--- config.mk ---
export PLATFORM = sky130hd
export DESIGN_NAME = vga_ellipses
export DESIGN_NICKNAME = d
export VERILOG_FILES = /design/src/rtl/vga_ellipses_pkg.sv /design/src/rtl/vga_timing.sv /design/src/rtl/vga_ellipses.sv
export SDC_FILE = /design/constraint.sdc
export NUM_CORES = 1
export LEC_CHECK = 0
export ABC_CLOCK_PERIOD_IN_PS = 16900
export BUFFER_PORTS_ARGS = -buffer_cell sky130_fd_sc_hd__buf_2
export CAP_MARGIN = 20
export CORE_MARGIN = 4
export CORE_UTILIZATION = 50
export CTS_BUF_LIST = sky130_fd_sc_hd__clkbuf_8 sky130_fd_sc_hd__clkbuf_16
export DETAILED_ROUTE_END_ITERATION = 12
export PLACE_DENSITY = 0.76
export SETUP_SLACK_MARGIN = 0.2
export SYNTH_ARGS = -nofsm -noshare
export SYNTH_HDL_FRONTEND = slang
export SYNTH_SLANG_ARGS = --single-unit
--- constraint.sdc ---
create_clock -name clk -period 16.9 [get_ports clk]
set_input_delay 1.69 -clock clk [delete_from_list [all_inputs] [get_ports clk]]
set_output_delay 1.69 -clock clk [all_outputs]
set_load 0.01 [all_outputs]
--- src/rtl/vga_ellipses_pkg.sv ---
// Shared constants for the VGA ellipse generator: default 640x480@60 timing,
// frame totals, ellipse geometry, RGB565 colours and the ellipse membership test.
package vga_ellipses_pkg;

    // Default horizontal timing in pixels
    localparam int H_SYNC_DEF   = 96;
    localparam int H_BACK_DEF   = 48;
    localparam int H_ACTIVE_DEF = 640;
    localparam int H_FRONT_DEF  = 16;
    localparam int H_TOTAL_DEF  = H_SYNC_DEF + H_BACK_DEF + H_ACTIVE_DEF + H_FRONT_DEF;

    // Default vertical timing in lines
    localparam int V_SYNC_DEF   = 2;
    localparam int V_BACK_DEF   = 33;
    localparam int V_ACTIVE_DEF = 480;
    localparam int V_FRONT_DEF  = 10;
    localparam int V_TOTAL_DEF  = V_SYNC_DEF + V_BACK_DEF + V_ACTIVE_DEF + V_FRONT_DEF;

    // Counter and coordinate width, wide enough for any sensible VGA mode
    localparam int CNT_W = 12;

    // Ellipse geometry in active-area pixel coordinates
    localparam int CENTRE_X = 320;
    localparam int CENTRE_Y = 240;
    localparam int INNER_A  = 100;
    localparam int INNER_B  = 75;
    localparam int OUTER_A  = 200;
    localparam int OUTER_B  = 150;

    // Width of the ellipse products; 48 bits leaves ample headroom
    localparam int PROD_W = 48;

    // RGB565 colours
    localparam logic [15:0] RGB_BLACK = 16'h0000;
    localparam logic [15:0] RGB_BLUE  = 16'h001F;
    localparam logic [15:0] RGB_RED   = 16'hF800;
    localparam logic [15:0] RGB_WHITE = 16'hFFFF;

    // True when (dx,dy) lies inside or on the ellipse with semi-axes a (x) and b (y):
    // dx^2*b^2 + dy^2*a^2 <= a^2*b^2, all unsigned.
    function automatic logic in_ellipse(input logic [CNT_W-1:0] dx,
                                        input logic [CNT_W-1:0] dy,
                                        input logic [15:0]      a,
                                        input logic [15:0]      b);
        logic [PROD_W-1:0] dx2;
        logic [PROD_W-1:0] dy2;
        logic [PROD_W-1:0] a2;
        logic [PROD_W-1:0] b2;
        logic [PROD_W-1:0] lhs;
        logic [PROD_W-1:0] rhs;
        dx2 = PROD_W'(dx) * PROD_W'(dx);
        dy2 = PROD_W'(dy) * PROD_W'(dy);
        a2  = PROD_W'(a) * PROD_W'(a);
        b2  = PROD_W'(b) * PROD_W'(b);
        lhs = (dx2 * b2) + (dy2 * a2);
        rhs = a2 * b2;
        return (lhs <= rhs);
    endfunction

endpackage

--- src/rtl/vga_timing.sv ---
// VGA raster timing: 25 MHz pixel enable from the 50 MHz clock, horizontal and
// vertical counters, active-low sync decode and active-area pixel coordinates.
module vga_timing
    import vga_ellipses_pkg::*;
#(
    parameter int H_SYNC   = H_SYNC_DEF,
    parameter int H_BACK   = H_BACK_DEF,
    parameter int H_ACTIVE = H_ACTIVE_DEF,
    parameter int H_FRONT  = H_FRONT_DEF,
    parameter int V_SYNC   = V_SYNC_DEF,
    parameter int V_BACK   = V_BACK_DEF,
    parameter int V_ACTIVE = V_ACTIVE_DEF,
    parameter int V_FRONT  = V_FRONT_DEF
) (
    input  logic             clk,
    input  logic             rst_n,
    output logic             hsync_next,
    output logic             vsync_next,
    output logic             active,
    output logic [CNT_W-1:0] x,
    output logic [CNT_W-1:0] y
);

    localparam int H_START = H_SYNC + H_BACK;
    localparam int H_END   = H_START + H_ACTIVE;
    localparam int H_TOTAL = H_END + H_FRONT;
    localparam int V_START = V_SYNC + V_BACK;
    localparam int V_END   = V_START + V_ACTIVE;
    localparam int V_TOTAL = V_END + V_FRONT;

    localparam logic [CNT_W-1:0] H_SYNC_C  = CNT_W'(H_SYNC);
    localparam logic [CNT_W-1:0] H_START_C = CNT_W'(H_START);
    localparam logic [CNT_W-1:0] H_END_C   = CNT_W'(H_END);
    localparam logic [CNT_W-1:0] H_LAST_C  = CNT_W'(H_TOTAL - 1);
    localparam logic [CNT_W-1:0] V_SYNC_C  = CNT_W'(V_SYNC);
    localparam logic [CNT_W-1:0] V_START_C = CNT_W'(V_START);
    localparam logic [CNT_W-1:0] V_END_C   = CNT_W'(V_END);
    localparam logic [CNT_W-1:0] V_LAST_C  = CNT_W'(V_TOTAL - 1);

    logic             pix_en;
    logic [CNT_W-1:0] h_cnt;
    logic [CNT_W-1:0] v_cnt;
    logic             h_active;
    logic             v_active;

    // Pixel enable toggles every clock; counters step only when it is high
    always_ff @(posedge clk) begin
        if (!rst_n) begin
            pix_en <= 1'b0;
            h_cnt  <= '0;
            v_cnt  <= '0;
        end else begin
            pix_en <= ~pix_en;
            if (pix_en) begin
                if (h_cnt == H_LAST_C) begin
                    h_cnt <= '0;
                    if (v_cnt == V_LAST_C) begin
                        v_cnt <= '0;
                    end else begin
                        v_cnt <= v_cnt + 1'b1;
                    end
                end else begin
                    h_cnt <= h_cnt + 1'b1;
                end
            end
        end
    end

    // Sync levels, active window and pixel coordinates from the current counts
    always_comb begin
        hsync_next = (h_cnt < H_SYNC_C) ? 1'b0 : 1'b1;
        vsync_next = (v_cnt < V_SYNC_C) ? 1'b0 : 1'b1;
        h_active   = (h_cnt >= H_START_C) && (h_cnt < H_END_C);
        v_active   = (v_cnt >= V_START_C) && (v_cnt < V_END_C);
        active     = h_active && v_active;
        x          = '0;
        y          = '0;
        if (active) begin
            x = h_cnt - H_START_C;
            y = v_cnt - V_START_C;
        end
    end

endmodule

--- src/rtl/vga_ellipses.sv ---
// VGA test pattern: blue inner ellipse over a red outer ellipse on a white
// background, black outside the visible area. Sync and colour are registered
// together so all outputs share one clock of latency.
module vga_ellipses
    import vga_ellipses_pkg::*;
#(
    parameter int H_SYNC   = H_SYNC_DEF,
    parameter int H_BACK   = H_BACK_DEF,
    parameter int H_ACTIVE = H_ACTIVE_DEF,
    parameter int H_FRONT  = H_FRONT_DEF,
    parameter int V_SYNC   = V_SYNC_DEF,
    parameter int V_BACK   = V_BACK_DEF,
    parameter int V_ACTIVE = V_ACTIVE_DEF,
    parameter int V_FRONT  = V_FRONT_DEF
) (
    input  logic        clk,
    input  logic        rst_n,
    output logic        hsync,
    output logic        vsync,
    output logic [15:0] rgb
);

    localparam logic [CNT_W-1:0] CX = CNT_W'(CENTRE_X);
    localparam logic [CNT_W-1:0] CY = CNT_W'(CENTRE_Y);

    logic             hsync_next;
    logic             vsync_next;
    logic             active;
    logic [CNT_W-1:0] x;
    logic [CNT_W-1:0] y;
    logic [CNT_W-1:0] dx;
    logic [CNT_W-1:0] dy;
    logic             in_inner;
    logic             in_outer;
    logic [15:0]      colour;

    vga_timing #(
        .H_SYNC   (H_SYNC),
        .H_BACK   (H_BACK),
        .H_ACTIVE (H_ACTIVE),
        .H_FRONT  (H_FRONT),
        .V_SYNC   (V_SYNC),
        .V_BACK   (V_BACK),
        .V_ACTIVE (V_ACTIVE),
        .V_FRONT  (V_FRONT)
    ) u_timing (
        .clk        (clk),
        .rst_n      (rst_n),
        .hsync_next (hsync_next),
        .vsync_next (vsync_next),
        .active     (active),
        .x          (x),
        .y          (y)
    );

    // Distance from the centre and ellipse membership; inner ellipse wins
    always_comb begin
        dx       = (x >= CX) ? (x - CX) : (CX - x);
        dy       = (y >= CY) ? (y - CY) : (CY - y);
        in_inner = in_ellipse(dx, dy, 16'(INNER_A), 16'(INNER_B));
        in_outer = in_ellipse(dx, dy, 16'(OUTER_A), 16'(OUTER_B));
        colour   = RGB_BLACK;
        if (active) begin
            if (in_inner) begin
                colour = RGB_BLUE;
            end else if (in_outer) begin
                colour = RGB_RED;
            end else begin
                colour = RGB_WHITE;
            end
        end
    end

    // Output registers: syncs idle high and colour black while in reset
    always_ff @(posedge clk) begin
        if (!rst_n) begin
            hsync <= 1'b1;
            vsync <= 1'b1;
            rgb   <= RGB_BLACK;
        end else begin
            hsync <= hsync_next;
            vsync <= vsync_next;
            rgb   <= colour;
        end
    end

endmodule

==> flow_metrics.py <==
metrics = {
    "final_layout": {
        "area_growth_pct": 4.91,
        "mostFrequentLayoutCells": "inv_1 (728), ha_1 (422), fa_1 (386)",
        "drive_gt1_share_pct": 4.61,
        "final_cells": 3659,
        "final_core_util_pct": 53.2,
        "final_nets": 3803,
        "final_common_cell": "inv_1",
    },
    "setup_path": {
        "required_ps": 17080,
        "critical_path.most_common_cell": "fa_1",
        "crit_start": "u_timing.v_cnt[6]",
        "r2r_start": "u_timing.v_cnt[6]",
        "critPathKind": "register to register",
        "cp-end-kind": "register",
        "slowest_delay_ps": 560,
        "critPathMaxFanout": 10,
        "start_kind": "register",
        "cp_slowest_cell": "fa_1",
        "crit_arrival_ps": 16140,
    },
    "sta": {
        "clock_skew_ps": 8.97,
        "fin_crit_sh_pct": 94.5,
        "setup-violations-final": 0,
        "relSlewSlack_pct": 38.7,
        "layout_min_cycle_time_ps": 15970,
        "fin_tns_setup_ps": 0,
        "rsz0062_at_grt": "no",
        "fmax_mhz": 62.6,
        "tightest_slew_ps": 913,
        "hold_viol": 0,
        "slew_violations": 0,
    },
    "logic_synthesis": {
        "yosysWarnings": 0,
        "seq_area_frac_synth_pct": 2.41,
        "async_flop_share_pct": 0,
        "avgSynthCellArea_um2": 8.30,
        "synth-seq-cells": 30,
        "synth_ff_type": "dfxtp_1",
        "netlist_area_mm2": 0.0249,
        "syn_nets": 3807,
        "synth_edf_count": 0,
        "synth.distinct_cells": 85,
        "synthCells": 2997,
    },
    "clocking": {
        "clock_latency_ps": 290,
        "clk_path_buf_depth": 2,
        "root_buffer": "clkbuf_16",
        "clock_sink_count": 30,
        "cts_made_buffers": 5,
        "cts.clk_slew.worst_paths_ps": 60,
        "htreeDepth": 2,
        "cts_tree": "yes",
    },
    "floorplan": {
        "rows": 81,
        "dieArea_mm2": 0.0534,
        "core-area_mm2": 0.0491,
        "start_util_pct": 50.7,
        "die_h_um": 231,
        "fp.dieW_um": 231,
        "ios": 20,
    },
    "grt": {
        "grt_max_degree": 24,
        "grt_pass1_vias": 19852,
        "grt_antenna_before_repair": 1,
        "grtUsageTotal_pct": 21.0,
        "grt_pass1_wl_um": 95100,
        "overflow": 0,
    },
    "drt": {
        "viasPerCell": 5.38,
        "route.detailed.drc": 0,
        "wl_per_cell_um": 15.0,
        "final_antenna_net_count": 0,
        "drt_iter0_drc": 1300,
        "wirelength_um": 55000,
        "firstDrtPassIters": 6,
        "via_count": 19679,
    },
    "pwr": {
        "power.density_mw_per_mm2": 6.69,
        "leakage_nw": 14.4,
        "ir_worst_vdd_v": 0.0000310,
    },
    "placement": {
        "place_congestion": 0.916,
        "io_buffers": 19,
        "dp_cells": 3644,
        "hpwl_um": 47800,
    },
    "worst_hold_path": {
        "hp-class": "register to register",
        "min_from": "u_timing.pix_en",
    },
    "flow_run": {
        "drv_cap": 0,
    },
    "status": {
        "status": "finished, final reports clean",
    },
}
==> area by class of cell <==
| class | instances | area (µm²) |
|---|---|---|
| fill | 4549 | 22900 |
| clock buffer | 6 | 139 |
| inverter | 737 | 2770 |
| timing repair buffer | 52 | 343 |
| sequential | 30 | 601 |
| clock inverter | 2 | 12.5 |
| antenna | 1 | 2.50 |
| multi-input combinational | 2167 | 21400 |
| tap | 664 | 831 |
==> synthesized netlist by cell type, types with 16 or more instances <==
cell | instances | area share, %
nand2b_1 | 29 | 0.73
a21o_1 | 58 | 1.7
inv_1 | 730 | 11
a211oi_1 | 18 | 0.54
xor2_1 | 67 | 2.4
o21bai_1 | 24 | 0.72
nor2_1 | 214 | 3.2
dfxtp_1 | 30 | 2.4
o21ai_0 | 84 | 1.7
and3_1 | 21 | 0.53
fa_1 | 386 | 31
nor3_1 | 55 | 1.1
ha_1 | 422 | 21
nand2_1 | 174 | 2.6
o21a_1 | 18 | 0.54
nand3_1 | 48 | 0.97
and2_1 | 16 | 0.40
a21oi_1 | 132 | 2.7
buf_4 | 16 | 0.48
nor2b_1 | 28 | 0.70
clkbuf_1 | 41 | 0.62
xnor2_1 | 117 | 4.1
or3_1 | 19 | 0.48
a31oi_1 | 22 | 0.55
==> where the power goes <==
part           switching, mW  leakage [nW]  internal (mW)
logic                0.00303          14.1        0.00171
clock network         0.0384        0.0729         0.0584
registers            0.00146         0.243         0.0716
==> final timing paths <==
check                          to  slack (ps)  cells past startpoint
hold reg to reg   u_timing.pix_en         510                      1
hold / removal    u_timing.pix_en         510                      1
setup reg to reg           rgb[3]         930                     59
setup / recovery           rgb[3]         930                     59
==> registers in the layout, indices dropped and copies added (netlist names) <==
signal           cells
u_timing.pix_en      1
rgb                  3
hsync                1
u_timing.v_cnt      12
vsync                1
u_timing.h_cnt      12
==> routing by layer <==
layer | GRT usage, % | vias to the layer above | wire length, µm
met2 | 35.8 | 502 | 26300
met4 | 4.12 | 0 | 1100
met5 | 0 | - | 0
met3 | 1.88 | 64 | 2660
li1 | - | 9620 | -
met1 | 29.5 | 9493 | 25000
==> worst max-delay path: cells and delay by family (launching register included) <==
kind / cells / cell delay, ps
adders and majority gates: 14 / 6600
and+or+nand+nor: 14 / 2920
xor gates and xnor gates: 2 / 300
DFF: 1 / 410
buffers and inverters: 6 / 600
AOI/OAI and AO/OA: 23 / 4970
==> through the flow <==
| step | setup WS, ps | area, µm² | total power [mW] | hold slack, ps |
|---|---|---|---|---|
| 3_3_place_gp | 460 | 25700 | 0.0791 | 488 |
| 3_5_place_dp | 274 | 25700 | 0.0791 | 494 |
| 5_1_grt | 74.4 | 26100 | 0.178 | 559 |
| 4_1_cts | 348 | 25900 | 0.176 | 508 |
| 6_report | 934 | 26100 | 0.175 | 511 |
| 2_1_floorplan | 1740 | 24900 | 0.0773 | 464 |
==> what timing repair did <==
action,in CTS,in global routing
hold buffers,0,0
setup buffers,0,4
pin swaps,0,3
endpoints found under the setup margin,1,3
cloned,0,1
gates resized for setup,1,44
==> cells by family (layout without fill, tap and decap cells) <==
logic type,after synthesis,after routing,synth area share [%]
AO/OA/AOI/OAI,476,476,12.7
XOR/XNOR,185,185,6.54
adder cells (fa/ha/maj),808,808,52.3
buffers and inverters,801,797,12.4
flip-flops,30,30,2.41
multiplexers,14,14,0.578
other,0,1,0
AND/OR/NAND/NOR,683,684,13.1
(Power assumes the default switching activity.)
